===== src/rtl/frame_scanner.sv =====
// Raster-order frame reader: fetches width*height pixels from frame memory and streams them
// with coordinates and frame flags. Optional FRAME_SCANNER_LOOP_EN rescans the frame continuously.
module frame_scanner #(
  parameter int DATA_WIDTH_8  = 8,
  parameter int DATA_WIDTH_12 = 12,
  parameter int ADDR_WIDTH    = 20
) (
  input  logic                     clk_os,
  input  logic                     reset_os,
  input  logic                     start,
  input  logic [DATA_WIDTH_12-1:0] frame_src_width,
  input  logic [DATA_WIDTH_12-1:0] frame_src_height,
  output logic                     o_rd_en,
  output logic [ADDR_WIDTH-1:0]    o_rd_addr,
  input  logic [DATA_WIDTH_8-1:0]  rd_data,
  output logic [DATA_WIDTH_8-1:0]  o_pixel,
  output logic [DATA_WIDTH_12-1:0] o_xcoord,
  output logic [DATA_WIDTH_12-1:0] o_ycoord,
  output logic                     o_valid,
  input  logic                     i_ready,
  output logic                     o_sof,
  output logic                     o_eol,
  output logic                     o_eof,
  output logic                     o_busy,
  output logic                     o_done
);

  typedef enum logic [1:0] {IDLE, FETCH, DRAIN, DONE} state_t;

  typedef struct packed {
    logic [DATA_WIDTH_8-1:0]  pix;
    logic [DATA_WIDTH_12-1:0] x;
    logic [DATA_WIDTH_12-1:0] y;
  } ent_t;

  localparam logic [DATA_WIDTH_12-1:0] ONE = DATA_WIDTH_12'(1);

  state_t                   state, nxt;
  logic [DATA_WIDTH_12-1:0] w_q, h_q, rd_x, rd_y, rsp_x, rsp_y;
  logic [ADDR_WIDTH-1:0]    rd_addr;
  logic                     rsp_vld;
  ent_t                     buf_q [2];
  logic [1:0]               cnt;
  ent_t                     head, rsp_ent;
  logic                     accept, issue, last_rd, xfer, bypass, push, pop, last_xfer;

  assign accept    = (state == IDLE) && start && (frame_src_width != '0) && (frame_src_height != '0);
  // Buffered pixels plus the read still in flight may never exceed the two buffer slots.
  assign issue     = (state == FETCH) && ((cnt + {1'b0, rsp_vld}) < 2'd2);
  assign last_rd   = (rd_x == w_q - ONE) && (rd_y == h_q - ONE);
  assign rsp_ent   = '{pix: rd_data, x: rsp_x, y: rsp_y};

  // Returning read data bypasses the empty buffer so the first pixel appears one cycle after the read.
  always_comb begin
    head = '0;
    if (cnt != 2'd0)  head = buf_q[0];
    else if (rsp_vld) head = rsp_ent;
  end

  assign o_valid   = (cnt != 2'd0) || rsp_vld;
  assign o_pixel   = head.pix;
  assign o_xcoord  = head.x;
  assign o_ycoord  = head.y;
  assign o_sof     = o_valid && (head.x == '0) && (head.y == '0);
  assign o_eol     = o_valid && (head.x == w_q - ONE);
  assign o_eof     = o_eol && (head.y == h_q - ONE);
  assign o_rd_addr = rd_addr;

  assign xfer      = o_valid && i_ready;
  assign bypass    = (cnt == 2'd0) && rsp_vld && i_ready;
  assign push      = rsp_vld && !bypass;
  assign pop       = (cnt != 2'd0) && i_ready;
  assign last_xfer = xfer && o_eof;

  always_ff @(posedge clk_os or negedge reset_os) begin
    if (!reset_os) state <= IDLE;
    else           state <= nxt;
  end

  always_comb begin
    nxt = state;
    case (state)
      IDLE:  if (accept) nxt = FETCH;
      FETCH: if (issue && last_rd) nxt = DRAIN;
      DRAIN: if (last_xfer) nxt = DONE;
`ifdef FRAME_SCANNER_LOOP_EN
      DONE:  nxt = FETCH;
`else
      DONE:  nxt = IDLE;
`endif
      default: nxt = IDLE;
    endcase
  end

  always_comb begin
    o_busy  = (state != IDLE);
    o_done  = (state == DONE);
    o_rd_en = issue;
  end

  always_ff @(posedge clk_os or negedge reset_os) begin
    if (!reset_os) begin
      w_q      <= '0;
      h_q      <= '0;
      rd_x     <= '0;
      rd_y     <= '0;
      rd_addr  <= '0;
      rsp_x    <= '0;
      rsp_y    <= '0;
      rsp_vld  <= 1'b0;
      cnt      <= '0;
      buf_q[0] <= '0;
      buf_q[1] <= '0;
    end else begin
      rsp_vld <= issue;
      if (accept) begin
        w_q <= frame_src_width;
        h_q <= frame_src_height;
      end
      if (issue) begin
        rsp_x   <= rd_x;
        rsp_y   <= rd_y;
        rd_addr <= rd_addr + ADDR_WIDTH'(1);
        if (rd_x == w_q - ONE) begin
          rd_x <= '0;
          rd_y <= rd_y + ONE;
        end else begin
          rd_x <= rd_x + ONE;
        end
      end
      if (accept || state == DONE) begin
        rd_x    <= '0;
        rd_y    <= '0;
        rd_addr <= '0;
      end
      cnt <= cnt + {1'b0, push} - {1'b0, pop};
      if (pop) buf_q[0] <= buf_q[1];
      // Write position accounts for a same-cycle pop shifting the queue down.
      if (push) begin
        if (cnt == 2'd0 || (cnt == 2'd1 && pop)) buf_q[0] <= rsp_ent;
        else                                     buf_q[1] <= rsp_ent;
      end
    end
  end

endmodule


===== config.mk =====
export PLATFORM = sky130hd
export DESIGN_NAME = frame_scanner
export DESIGN_NICKNAME = d
export VERILOG_FILES = /design/src/rtl/frame_scanner.sv
export SDC_FILE = /design/constraint.sdc
export NUM_CORES = 1
export LEC_CHECK = 0
export ABC_AREA = 1
export CORE_ASPECT_RATIO = 1.75
export CORE_MARGIN = 2
export CORE_UTILIZATION = 52
export DETAILED_ROUTE_END_ITERATION = 10
export GPL_ROUTABILITY_DRIVEN = 1
export PLACE_DENSITY_LB_ADDON = 0.08
export SLEW_MARGIN = 25
export SYNTH_ARGS = -nofsm -noshare
export SYNTH_HDL_FRONTEND = slang
export SYNTH_SLANG_ARGS = --single-unit

===== constraint.sdc =====
create_clock -name clk_os -period 2.2 [get_ports clk_os]
set_input_delay 0.44 -clock clk_os [delete_from_list [all_inputs] [get_ports clk_os]]
set_output_delay 0.44 -clock clk_os [all_outputs]
set_load 0.02 [all_outputs]

# Word level (Yosys, flattened, before mapping)
# Cells that the tools add are included.
# op_classes
n_lt_le_gt_ge,1
addsub,8
n_mux,18
n_bitwise,1
eq_ne,11
reduce_logical,34
# ops
cell,n
$mux 32,5
$mux 12,6
$mux 64,1
$eq 12x12->1,4
$mux 20,2
$add 12x1->12 const B,2
$logic_not 12->1,2
$reduce_bool 12->1,2
$sub 12x1->12 const B,2
$add 20x1->20 const B,1
$logic_and 1x1->1,17
$pmux 2 s4,1
$reduce_bool 2->1,4
$mux 2,3
$add 2x1->2,2
$eq 2x1->1 const B,2
$eq 2x2->1 const B,2
$logic_not 2->1,2
$ne 2x2->1 const B,2
$reduce_and 2->1,2
$logic_or 1x1->1,3
$reduce_and 3->1,1
$lt 2x2->1 const B,1
$ne 2x1->1 const B,1
other kinds (3),3
# totals
ff_bits,161

# Longest topological paths before layout
# depth
depth_word,8
depth_mapped,18
ltp_nobuf,18

# Worst setup path before layout
# No wires, ideal clock.
# synth_timing
kind,register to output
start,register cnt[0]
end,output port o_eof
t_arrival_ns,2.187
required_ns,1.760
setup_slack_ns,-0.427
stages_incl_launch_ff,12
n_path_buf,1
cell_sequence,dfrtp_1 -> inv_1 -> nand2_1 -> buf_4 -> o21ai_2 -> inv_1 -> nand2_1 -> nor3b_1 -> nand2_1 -> nor3_1 -> nand3_1 -> nor4_1
# synth_rtl
item,line,text
start: declaration,43,logic [1:0] cnt;
start signal: assignment,136,"cnt <= cnt + {1'b0, push} - {1'b0, pop};"
$reduce_bool 2->1,56,if (cnt != 2'd0) head = buf_q[0];
$mux 32,56,
via o_ycoord[4],18,"output logic [DATA_WIDTH_12-1:0] o_ycoord,"
$eq 12x12->1,66,assign o_eof = o_eol && (head.y == h_q - ONE);
$logic_and 1x1->1,66,
end: declaration,23,"output logic o_eof,"
# The timed path passes the listed nets, and every way through them passes these cells.

# Worst setup path in the final report
# layout_timing
start,register cnt[1]
end,output port o_eof
# layout_via
elab_chain_len,5
# layout_rtl
item,line,text
$reduce_bool 2->1 (*),"56, 60",
$mux 32,56,
$eq 12x12->1,65,assign o_eol = o_valid && (head.x == w_q - ONE);
$logic_and 1x1->1,65,
$logic_and 1x1->1 (*),66,
# Every way passes the cells marked *; elsewhere a longest branch is shown, timed or not.

==> metrics.yaml <==
run_status:
  status: "complete, but fails checks"
  violations: "negative setup slack"
flow_run:
  max_cap_violations: 0
timing:
  finalMaxSlewViolations: 0
  max_slew.worst_pin.slew_ns: 0.545
  min_period_ns: 3.08
  rsz0062_at_grt: "yes"
  finalClockSkew_ns: 0.0113
  whs_ns: 0.506
  maxSlewHeadroom_pct: 63.7
  fmax_mhz: 325
  finalHoldViolCount: 0
  fin_crit_sh_pct: 140
  setup_viol: 51
  setup_slack_ns: -0.880
worst_setup_path:
  startpoint_type: "flip-flop"
  cp_max_fo: 5
  critPathCaptureType: "output pin"
  cp.arrival_ns: 2.64
  r2r-end: "state[0]"
  reg2regPathDepth: 16
  reg2reg_from: "cnt[0]"
  required_ns: 1.76
  critPathKind: "reg -> out"
  regToRegSetupSlack_ns: -0.30
drt:
  first_pass_iters: 5
  wl_met2_um: 17300
  antenna_left: 0
  drc_errors: 0
  top_layer: "met5"
  totalWireLength_um: 33800
  wl_met1_um: 12500
  drtIter0Drc: 885
  via_count: 10881
  dr_wl_met3_um: 1960
  viasPerCell: 5.70
  post_drt_wl_per_cell_um: 17.7
cts:
  clk_latency_ns: 0.44
  cts.sinks: 161
  cts_root_buf: "clkbuf_16"
  cts-buffers-inserted: 17
  clk_pin_slew_worst_paths_ns: 0.07
  cts.path.max_buffers: 2
  cts_tree: "done"
  cts_max_level: 4
finish:
  mostFrequentLayoutCells: "nand2_1 (338), buf_4 (229), dfrtp_1 (159), o21ai_0 (112), inv_1 (111)"
  layout_commonest_cell: "nand2_1"
  fin_nets: 1712
  stdcell_count: 1909
  diodes: 0
  area_growth_pct: 55.6
  drive_above_1_share_pct: 35.3
yosys:
  synth-seq-cells: 161
  synthTopCellsByArea: "dfrtp_1 (43%), nand2_1 (16%), o21ai_0 (6.8%)"
  synth_top_area_share_pct: 42.9
  synth.distinct_cells: 46
  syn-num-nets: 1350
  yosysWarnings: 0
  syn_inst: 1302
  synth_area_um2: 9400
  yosysTopAreaCell: "dfrtp_1"
  synth_seq_area_share_pct: 42.9
  postSynthAreaPerCell_um2: 7.22
floorplanning:
  start_util_pct: 52.5
  core_area_um2: 17900
  die_y_um: 182
  dieArea_um2: 19200
  die_w_um: 106
  io_pins: 95
  row_count: 65
power:
  power_density_nw_per_um2: 1410
  p_total_uw: 20600
  power_leakage_uw: 0.00702
  vdd_drop_max_mv: 0.892
place:
  place_ws_ns: -0.971
  gp_congestion: 0.959
  place_inst: 1825
  dp_hpwl_um: 21500
  portBuffers: 94
global_route:
  grt.total_usage_pct: 32.5
  first_global_vias: 10200
  grt_max_degree: 54
  grt-ovfl-total: 0
  antenna_found_initial: 1
  grt_first_pass_wirelength_um: 49400
min_path:
  worstHoldEndpoint: "o_rd_addr[19]"
  hold_path_depth: 1
  min_from: "o_rd_addr[19]"
  hold_class: "reg -> reg"
layer usage:
layer | track usage, % | vias to the layer above
met5 | 0 | -
met4 | 17.1 | 2
met3 | 4.70 | 190
met2 | 56.9 | 576
met1 | 38.2 | 5149
li1 | - | 4964
how the worst max path moves through the flow:
stage / start / to / slack [ns] / cells past startpoint
global placement: cnt[1] / o_sof / -0.96 / 10
finish: cnt[1] / o_eof / -0.88 / 10
floorplan: w_q[0] / o_eof / -0.13 / 11
global route: cnt[0] / o_eof / -0.98 / 13
detailed placement: cnt[1] / o_sof / -0.97 / 10
CTS: rsp_vld / o_eof / -0.82 / 13
sequential cells by signal, summed over array words and instances (netlist names):
register	cells
buf_q	64
o_rd_addr	20
h_q	12
rd_x	12
rd_y	12
rsp_x	12
rsp_y	12
w_q	12
cnt	2
state	2
rsp_vld	1
power by group:
group	internal (uW)	switching (uW)	leakage [uW]	total, uW
combinational	5890	7250	0.00458	13100
clock	1910	1220	0.000296	3140
sequential	3680	593	0.00214	4280
total	11500	9070	0.00702	20600
layout make-up:
cell class | count | area, um^2
inverters | 139 | 549
clock buffers | 20 | 447
well taps | 234 | 293
fillers | 1145 | 3270
flip-flops and latches | 161 | 4030
multi-input cells | 956 | 5570
repair buffers | 389 | 3570
clock inverters | 10 | 160
synthesized netlist by cell type (all sizes together):
cell,instances
nand2,416
dfrtp,161
o21ai,152
inv,136
nor2,119
nand3,115
a31oi,31
clkbuf,29
a21oi,23
buf,17
nor3,17
xor2,14
ha,12
nor4,12
nand4,11
o22ai,11
o21a,5
clkinv,3
mux2,3
nand3b,3
and2,2
o31ai,2
or2,2
xnor2,2
a21o,1
nor3b,1
o211ai,1
o41ai,1
logic make-up (layout without fill, tap and decap cells):
kind of cell               count (synthesis)  count (layout)  share of synthesized area [%]
AOI/OAI and AO/OA                        227             227                           13.6
DFF                                      161             161                           42.9
xor gates and xnor gates                  16              16                           1.49
and+or+nand+nor                          698             698                           32.1
buffers and inverters                    185             558                           8.03
muxes                                      3               3                          0.359
adders and majority gates                 12              12                           1.60
through the flow:
| stage | util [%] | area [um^2] | TNS, ns |
|---|---|---|---|
| 2_1_floorplan | - | 9430 | -0.205 |
| 3_3_place_gp | 69.0 | 12400 | -8.57 |
| 3_5_place_dp | 69.0 | 12400 | -10.29 |
| 4_1_cts | 75.1 | 13400 | -4.95 |
| 5_1_grt | 81.7 | 14600 | -13.49 |
| 6_report | 81.7 | 14600 | -9.03 |
worst max-delay path, stage by stage, from the launching register on:
cell and delay, ns:
dfrtp_2 0.46, nor2_4 0.20, buf_6 0.17, nand3_2 0.12, nand3_1 0.12, nand2_1 0.12
nor4_4 0.24, nand4_1 0.20, buf_4 0.19, nor4_4 0.18, buf_4 0.20
timing repair:
action | CTS | global route
gates resized for setup | 271 | 264
pin swaps | 24 | 58
cloned | 3 | 3
hold endpoints to repair | 50 | 0
buffers inserted | 18 | 41
setup endpoints to repair | 70 | 71
hold buffers | 1 | 0
Power figures use the tool's default switching activity.
